**src/rtl/univ_mod_counter.sv**
```systemverilog
// univ_mod_counter: up/down counter modulo MOD with programmable step,
// wrap/saturate boundary mode and a registered ovf pulse. Optional: UNIV_MOD_COUNTER_STICKY_OVF_EN.
module univ_mod_counter #(
    parameter int N   = 4,
    parameter int MOD = 10
) (
    input  logic         clk,
    input  logic         rst,
`ifdef UNIV_MOD_COUNTER_STICKY_OVF_EN
    input  logic         ovf_clr,
    output logic         ovf_sticky,
`endif
    input  logic         syn_clr,
    input  logic         load,
    input  logic         en,
    input  logic         up,
    input  logic         sat,
    input  logic [N-1:0] step,
    input  logic [N-1:0] d,
    output logic [N-1:0] q,
    output logic         max_tick,
    output logic         min_tick,
    output logic         ovf
);

    if (MOD < 2 || longint'(MOD) > (longint'(1) << N)) begin : g_bad_mod
        $fatal(1, "univ_mod_counter: MOD out of range 2..2**N");
    end

    localparam logic [N:0] MODV = (N+1)'(MOD);
    localparam logic [N:0] MAXV = (N+1)'(MOD - 1);

    logic [N-1:0] r_q;
    logic         r_ovf;

    logic [N:0]   w_q_ext;
    logic [N:0]   w_d_ext;
    logic [N:0]   w_step_ext;
    logic [N:0]   w_s;
    logic [N:0]   w_sum;
    logic [N:0]   w_up_wrap;
    logic [N:0]   w_dn_wrap;
    logic [N-1:0] w_q_nxt;
    logic         w_ovf_nxt;

    assign w_q_ext    = {1'b0, r_q};
    assign w_d_ext    = {1'b0, d};
    assign w_step_ext = {1'b0, step};

    // All boundary arithmetic is kept in N+1 bits so q+s never truncates.
    always_comb begin
        w_s       = w_step_ext;
        w_sum     = '0;
        w_up_wrap = '0;
        w_dn_wrap = '0;
        w_q_nxt   = r_q;
        w_ovf_nxt = 1'b0;

        if (step == '0) begin
            w_s = '0;
        end else if (w_step_ext >= MODV) begin
            w_s = MAXV;
        end

        w_sum     = w_q_ext + w_s;
        w_up_wrap = w_sum - MODV;
        w_dn_wrap = w_q_ext + MODV - w_s;

        if (syn_clr) begin
            w_q_nxt = '0;
        end else if (load) begin
            w_q_nxt = (w_d_ext > MAXV) ? MAXV[N-1:0] : d;
        end else if (en) begin
            if (up) begin
                if (w_sum <= MAXV) begin
                    w_q_nxt = w_sum[N-1:0];
                end else begin
                    w_ovf_nxt = 1'b1;
                    w_q_nxt   = sat ? MAXV[N-1:0] : w_up_wrap[N-1:0];
                end
            end else begin
                if (w_q_ext >= w_s) begin
                    w_q_nxt = r_q - w_s[N-1:0];
                end else begin
                    w_ovf_nxt = 1'b1;
                    w_q_nxt   = sat ? '0 : w_dn_wrap[N-1:0];
                end
            end
        end
    end

    always_ff @(posedge clk) begin
        if (rst) begin
            r_q   <= '0;
            r_ovf <= 1'b0;
        end else begin
            r_q   <= w_q_nxt;
            r_ovf <= w_ovf_nxt;
        end
    end

    assign q        = r_q;
    assign ovf      = r_ovf;
    assign max_tick = (w_q_ext == MAXV);
    assign min_tick = (r_q == '0);

`ifdef UNIV_MOD_COUNTER_STICKY_OVF_EN
    logic r_ovf_sticky;

    // A new event wins over a simultaneous clear.
    always_ff @(posedge clk) begin
        if (rst) begin
            r_ovf_sticky <= 1'b0;
        end else if (w_ovf_nxt) begin
            r_ovf_sticky <= 1'b1;
        end else if (ovf_clr) begin
            r_ovf_sticky <= 1'b0;
        end
    end

    assign ovf_sticky = r_ovf_sticky;
`endif

endmodule

```
**config.mk**
```make
export PLATFORM = sky130hd
export DESIGN_NAME = univ_mod_counter
export DESIGN_NICKNAME = d
export VERILOG_FILES = /design/src/rtl/univ_mod_counter.sv
export SDC_FILE = /design/constraint.sdc
export NUM_CORES = 1
export LEC_CHECK = 0
export CAP_MARGIN = 20
export CORE_AREA = 3 3 49 51
export CTS_BUF_LIST = sky130_fd_sc_hd__clkbuf_8
export DETAILED_ROUTE_END_ITERATION = 10
export DIE_AREA = 0 0 52 54
export PLACE_DENSITY = 0.79
export SYNTH_ARGS = -nofsm -noshare
export SYNTH_HDL_FRONTEND = slang
export SYNTH_SLANG_ARGS = --single-unit
```
**constraint.sdc**
```tcl
create_clock -name clk -period 2.9 [get_ports clk]
set_clock_uncertainty 0.2 [all_clocks]
set_input_delay 0.58 -clock clk [delete_from_list [all_inputs] [get_ports clk]]
set_output_delay 0.58 -clock clk [all_outputs]
set_load 0.03 [all_outputs]
```
* Yosys cells after proc, flatten, opt, wreduce, memory -nomap -nowiden
Index checks and enable logic that the tools add are counted.
** Storage, ports and cells
- Register bits :: 5
- Latch bits :: 0
- Bits in writable memories :: 0
- ROM bits :: 0
- Memories kept :: 0
- Word-level logic and storage cells :: 31
** Cells by class
- $lt $le $gt $ge :: 4
- $mul :: 0
- Equality and inequality tests :: 1
- Shift operators :: 0
- Add/subtract/negate cells :: 5
- Divide/modulo/power cells :: 0
- Bitwise logic cells :: 1
- Multiplexer cells :: 13
- Reduce and logical (&&, ||, !) cells :: 5
** Operators by type and width (count)
- $mux W4 :: 10
- $logic_not A4 Y1 :: 2
- $sub A4 B4 Y4 :: 2
- $add A4 B4 Y5 :: 1
- $ge A4 B5 Y1 :: 1
- $le A5 B4 Y1 const B :: 1
- $add A4 B4 Y4 const B :: 1
- $eq A4 B4 Y1 const B :: 1
- $ge A4 B4 Y1 const B :: 1
- $gt A4 B4 Y1 const B :: 1
- $reduce_or A4 Y1 :: 1
- $sub A4 B4 Y4 const B :: 1
- $mux W1 :: 3
- $reduce_bool A2 Y1 :: 1
- $reduce_or A2 Y1 :: 1
- $not A1 Y1 :: 1

* Longest topological paths before layout
- Depth in word-level cells :: 10
- Gate-level depth with buffers :: 12
- Depth with buffers taken out :: 12

* Worst setup path before layout
OpenSTA, ideal clock, no wires.
- Path type :: input to register
- Start :: input port step[2]
- End :: register r_q[2], in the netlist q[2]
- Setup slack :: -17 ps
- Path buffers :: 0
- Data arrival time :: 2601 ps
- Stages :: 11
- Data required time :: 2584 ps
- Cell sequence :: o21ai_0 > nand2b_1 > ha_1 > fa_1 > xor2_1 > ha_1 > a21oi_1 > and2b_1 > a21oi_2 > mux2i_1 > o21ai_2
** Between the ends
- Word-level cells in the longest chain between the ends :: 10
** RTL lines
- start: declaration :: RTL line 18 : input logic [N-1:0] step,
- $ge A4 B4 Y1 :: RTL line 61 : end else if (w_step_ext >= MODV) begin
- $mux W4 :: RTL line 61
- $mux W4 * :: RTL line 59 : if (step == '0) begin
- $add A4 B4 Y5 :: RTL line 65 : w_sum = w_q_ext + w_s;
- $sub A4 B4 Y4 :: RTL line 66 : w_up_wrap = w_sum - MODV;
- $mux W4 :: RTL line 79 : w_q_nxt = sat ? MAXV[N-1:0] : w_up_wrap[N-1:0];
- $mux W4 :: RTL line 75 : if (w_sum <= MAXV) begin
- $mux W4 * :: RTL line 74 : if (up) begin
- $mux W4 * :: RTL line 73 : end else if (en) begin
- $mux W4 * :: RTL line 71 : end else if (load) begin
- end signal: assignment :: RTL line 97 : r_q <= w_q_nxt;
- end: declaration :: RTL line 33 : logic [N-1:0] r_q;
Mark *: on every way between the ends. The rest lies on a longest branch, timed or not. The select of a mux whose other input is x is not followed.
A chain may end at the register's enable or synchronous reset.

* Final worst setup path
- Start :: input port step[3]
- End :: register r_q[1], in the netlist q[1]
Same word-level chain as after synthesis.

==> results.sh <==
export IMPL_overflow=0
export IMPL_yosys_warnings=0
export IMPL_ys_seq_elements=5
export IMPL_vdd_ir_drop_max_uv=337
export IMPL_die_area_mm2=0.00281
export IMPL_power_density_mw_per_mm2=331
export IMPL_ios=22
export IMPL_combPwrFrac=0.556
export IMPL_post_place_ws_ns=-0.435
export IMPL_power_internal_mw=0.300
export IMPL_cts_root_buf="clkbuf_8"
export IMPL_cts_htree_levels=1
export IMPL_synth_edf_count=0
export IMPL_hold_class="reg2reg"
export IMPL_fp_coreArea_mm2=0.00198
export IMPL_via_per_inst=5.23
export IMPL_cts_buffers=3
export IMPL_timing_hold_violations_final=0
export IMPL_async_flop_share=0
export IMPL_status="finished clean"
export IMPL_layout_commonest_cell="buf_4"
export IMPL_critical_path_max_stage_delay_ns=0.54
export IMPL_wl_mm=2.66
export IMPL_crit_buf_inv=3
export IMPL_hpwl_mm=2.10
export IMPL_place_congestion=0.860
export IMPL_end_kind="flop"
export IMPL_syn_area_per_cell_um2=7.95
export IMPL_track_usage=0.205
export IMPL_crit_chain="clkdlybuf4s15_1 -> o21ai_2 -> nand2b_4 -> ha_4 -> fa_2 -> inv_2 -> ha_4 -> a21oi_2 -> and2b_1 -> a21oi_2 -> buf_4 -> a21oi_1 -> a22oi_1"
export IMPL_drtIter0Drc=22
export IMPL_stdcell_count=187
export IMPL_cts_sinks=5
export IMPL_final_layout_size_suffix_gt1_frac=0.288
export IMPL_yosys_area_top_type="ha_1"
export IMPL_die_h_um=54
export IMPL_fin_util=0.707
export IMPL_worstSetupStartpointType="primary input"
export IMPL_syn_area_um2=906
export IMPL_netlist_instances=114
export IMPL_r2r_setup_slack_ns=0.34
export IMPL_clk_pin_slew_ns=0.04
export IMPL_dr_pass1_iters=4
export IMPL_setup_worst_path_start="step[3]"
export IMPL_timing_rr_start="q[1]"
export IMPL_hp_start="q[3]"
export IMPL_fillCellCount=148
export IMPL_grt_first_pass_wirelength_mm=4.32
export IMPL_grt_start_max_net_pins=11
export IMPL_cts_buffer_depth=2
export IMPL_holdPathStages=3
export IMPL_final_cell_mix="24 x buf_4, 17 x clkdlybuf4s50_1, 13 x inv_1"
export IMPL_worst_pin_slew_ns=0.404
export IMPL_p_leak_nw=0.620
export IMPL_grt_pass1_vias=966
export IMPL_crit_type="in2reg"
export IMPL_max_freq_ghz=0.364
export IMPL_synth_top_area_share=0.180
export IMPL_fp_dieW_um=52
export IMPL_post_route_period_util=0.947
export IMPL_fin_ws_ns=0.154
export IMPL_place_inst=182
export IMPL_synthTopCellsByArea="ha_1 18%, dfxtp_1 11%, fa_1 6.6%"
export IMPL_cpLargestDelayFamily="adder cells"
export IMPL_cp_required_ns=2.84
export IMPL_ff2ff_path_depth=10
export IMPL_post_drt_wl_per_cell_um=14.2
export IMPL_r2r_end="q[3]"
export IMPL_finalSetupViolations=0
export IMPL_min_period_ns=2.75
export IMPL_grt_antenna_before_repair=0
export IMPL_pwr_share_seq=0.171
export IMPL_clkPwrFrac=0.272
export IMPL_portBuffers=21
export IMPL_n_antenna_cell=0
export IMPL_crit_arrival_ns=2.69
export IMPL_ys_seq_area_frac=0.110
export IMPL_switching_share=0.354
export IMPL_worstPathMaxFanout=4
export IMPL_syn_to_final_growth_pct=54.7
export IMPL_power_switching_mw=0.164
export IMPL_drcViolationCount=0
export IMPL_synth_nets=145
export IMPL_slew_headroom=0.730
export IMPL_worst_path_max_delay_cell="fa_2"
export IMPL_timing_hold_ws_ns=0.596
export IMPL_maxCapViolCount=0
export IMPL_nNetsFinal=192
export IMPL_synth_flop_cell="dfxtp_1"
export IMPL_slew_violations=0
export IMPL_holdPathEnd="q[3]"
export IMPL_cts_tree="yes"
export IMPL_clkLatencyLatePin_ns=0.22
export IMPL_ys_types=38
export IMPL_rows=16
export IMPL_start_util=0.457
export IMPL_drtAntennaViolNets=0
export IMPL_rsz0062_at_grt="false"
export IMPL_vias=978
==> power by group through the flow <==
stage | logic (mW) | registers [mW] | clock network (mW)
global placement | 0.236 | 0.0796 | 0
finish | 0.258 | 0.0795 | 0.126
detailed placement | 0.244 | 0.0797 | 0
floorplan | 0.131 | 0.0838 | 0
global route | 0.281 | 0.0801 | 0.132
CTS | 0.254 | 0.0792 | 0.130
==> layer usage <==
| metal | vias to the layer above | track usage | wire [µm] | share of wire |
|---|---|---|---|---|
| li1 | 496 | - | - | - |
| met1 | 441 | 0.260 | 1080 | 0.41 |
| met2 | 37 | 0.356 | 1380 | 0.52 |
| met3 | 4 | 0.0388 | 148 | 0.056 |
| met4 | 0 | 0.0524 | 42 | 0.016 |
| met5 | - | 0 | 0 | 0 |
==> metrics by stage <==
step                      cell area (µm²)  total power [mW]  setup TNS, ns
after global placement               1320             0.316          -1.82
after detailed placement             1320             0.324          -2.04
after CTS                            1400             0.463              0
after floorplan                       912             0.215              0
after global routing                 1400             0.493              0
final                                1400             0.464              0
==> synthesized netlist by cell type (2+ instances only) <==
master and instances:
nor4_1 2, a22oi_1 2, inv_1 13, fa_1 3, dfxtp_1 5, ha_1 13
a21oi_2 2, a21oi_1 7, nor3b_1 2, nand2_1 5, o21ai_2 2, xor2_1 2
nand2b_1 5, a31oi_1 2, nor2_1 12, xnor2_1 2, mux2i_1 3, o21a_1 2
nor3_1 7, o21ai_0 4, nor2b_1 2
==> worst max-delay path by stage <==
stage / cells after the start / endpoint
global route: 12 / q[1]
global placement: 13 / q[0]
CTS: 13 / q[1]
finish: 13 / q[1]
detailed placement: 13 / q[1]
floorplan: 11 / q[2]
==> flip-flops by register name (all words and copies together) (netlist names) <==
name	cells
ovf	1
q	4
==> worst min-delay path: stages, from the launching register on <==
cell      delay, ns
dfxtp_1        0.37
nor3b_1        0.17
a21oi_1        0.11
o311ai_1       0.09
==> logic make-up (layout without fill, tap and decap cells) <==
logic type | Yosys count | in the layout | share of synthesized area
AND/OR/NAND/NOR | 38 | 38 | 0.217
AO/OA/AOI/OAI | 31 | 31 | 0.271
adder cells (fa/ha/maj) | 16 | 16 | 0.246
buffers and inverters | 16 | 62 | 0.0677
flip-flops | 5 | 5 | 0.111
XOR/XNOR | 4 | 4 | 0.0387
multiplexers | 4 | 4 | 0.0497
==> timing repair <==
action / in CTS / in global routing
cloned: 0 / 0
pin swaps: 5 / 4
setup buffers: 0 / 1
setup endpoints to repair: 5 / 5
hold buffers: 0 / 0
endpoints found under the hold margin: 0 / 0
gates resized for setup: 13 / 5
==> cell type report <==
cell class,instances,area (µm²),share of cell area
Clock inverter,1,3.75,0.00268
Multi-Input combinational cell,93,795,0.567
Tap cell,27,33.8,0.0241
Timing Repair Buffer,45,379,0.271
Sequential cell,5,100,0.0714
Inverter,13,48.8,0.0348
Clock buffer,3,41.3,0.0295
(Power assumes the default switching activity.)
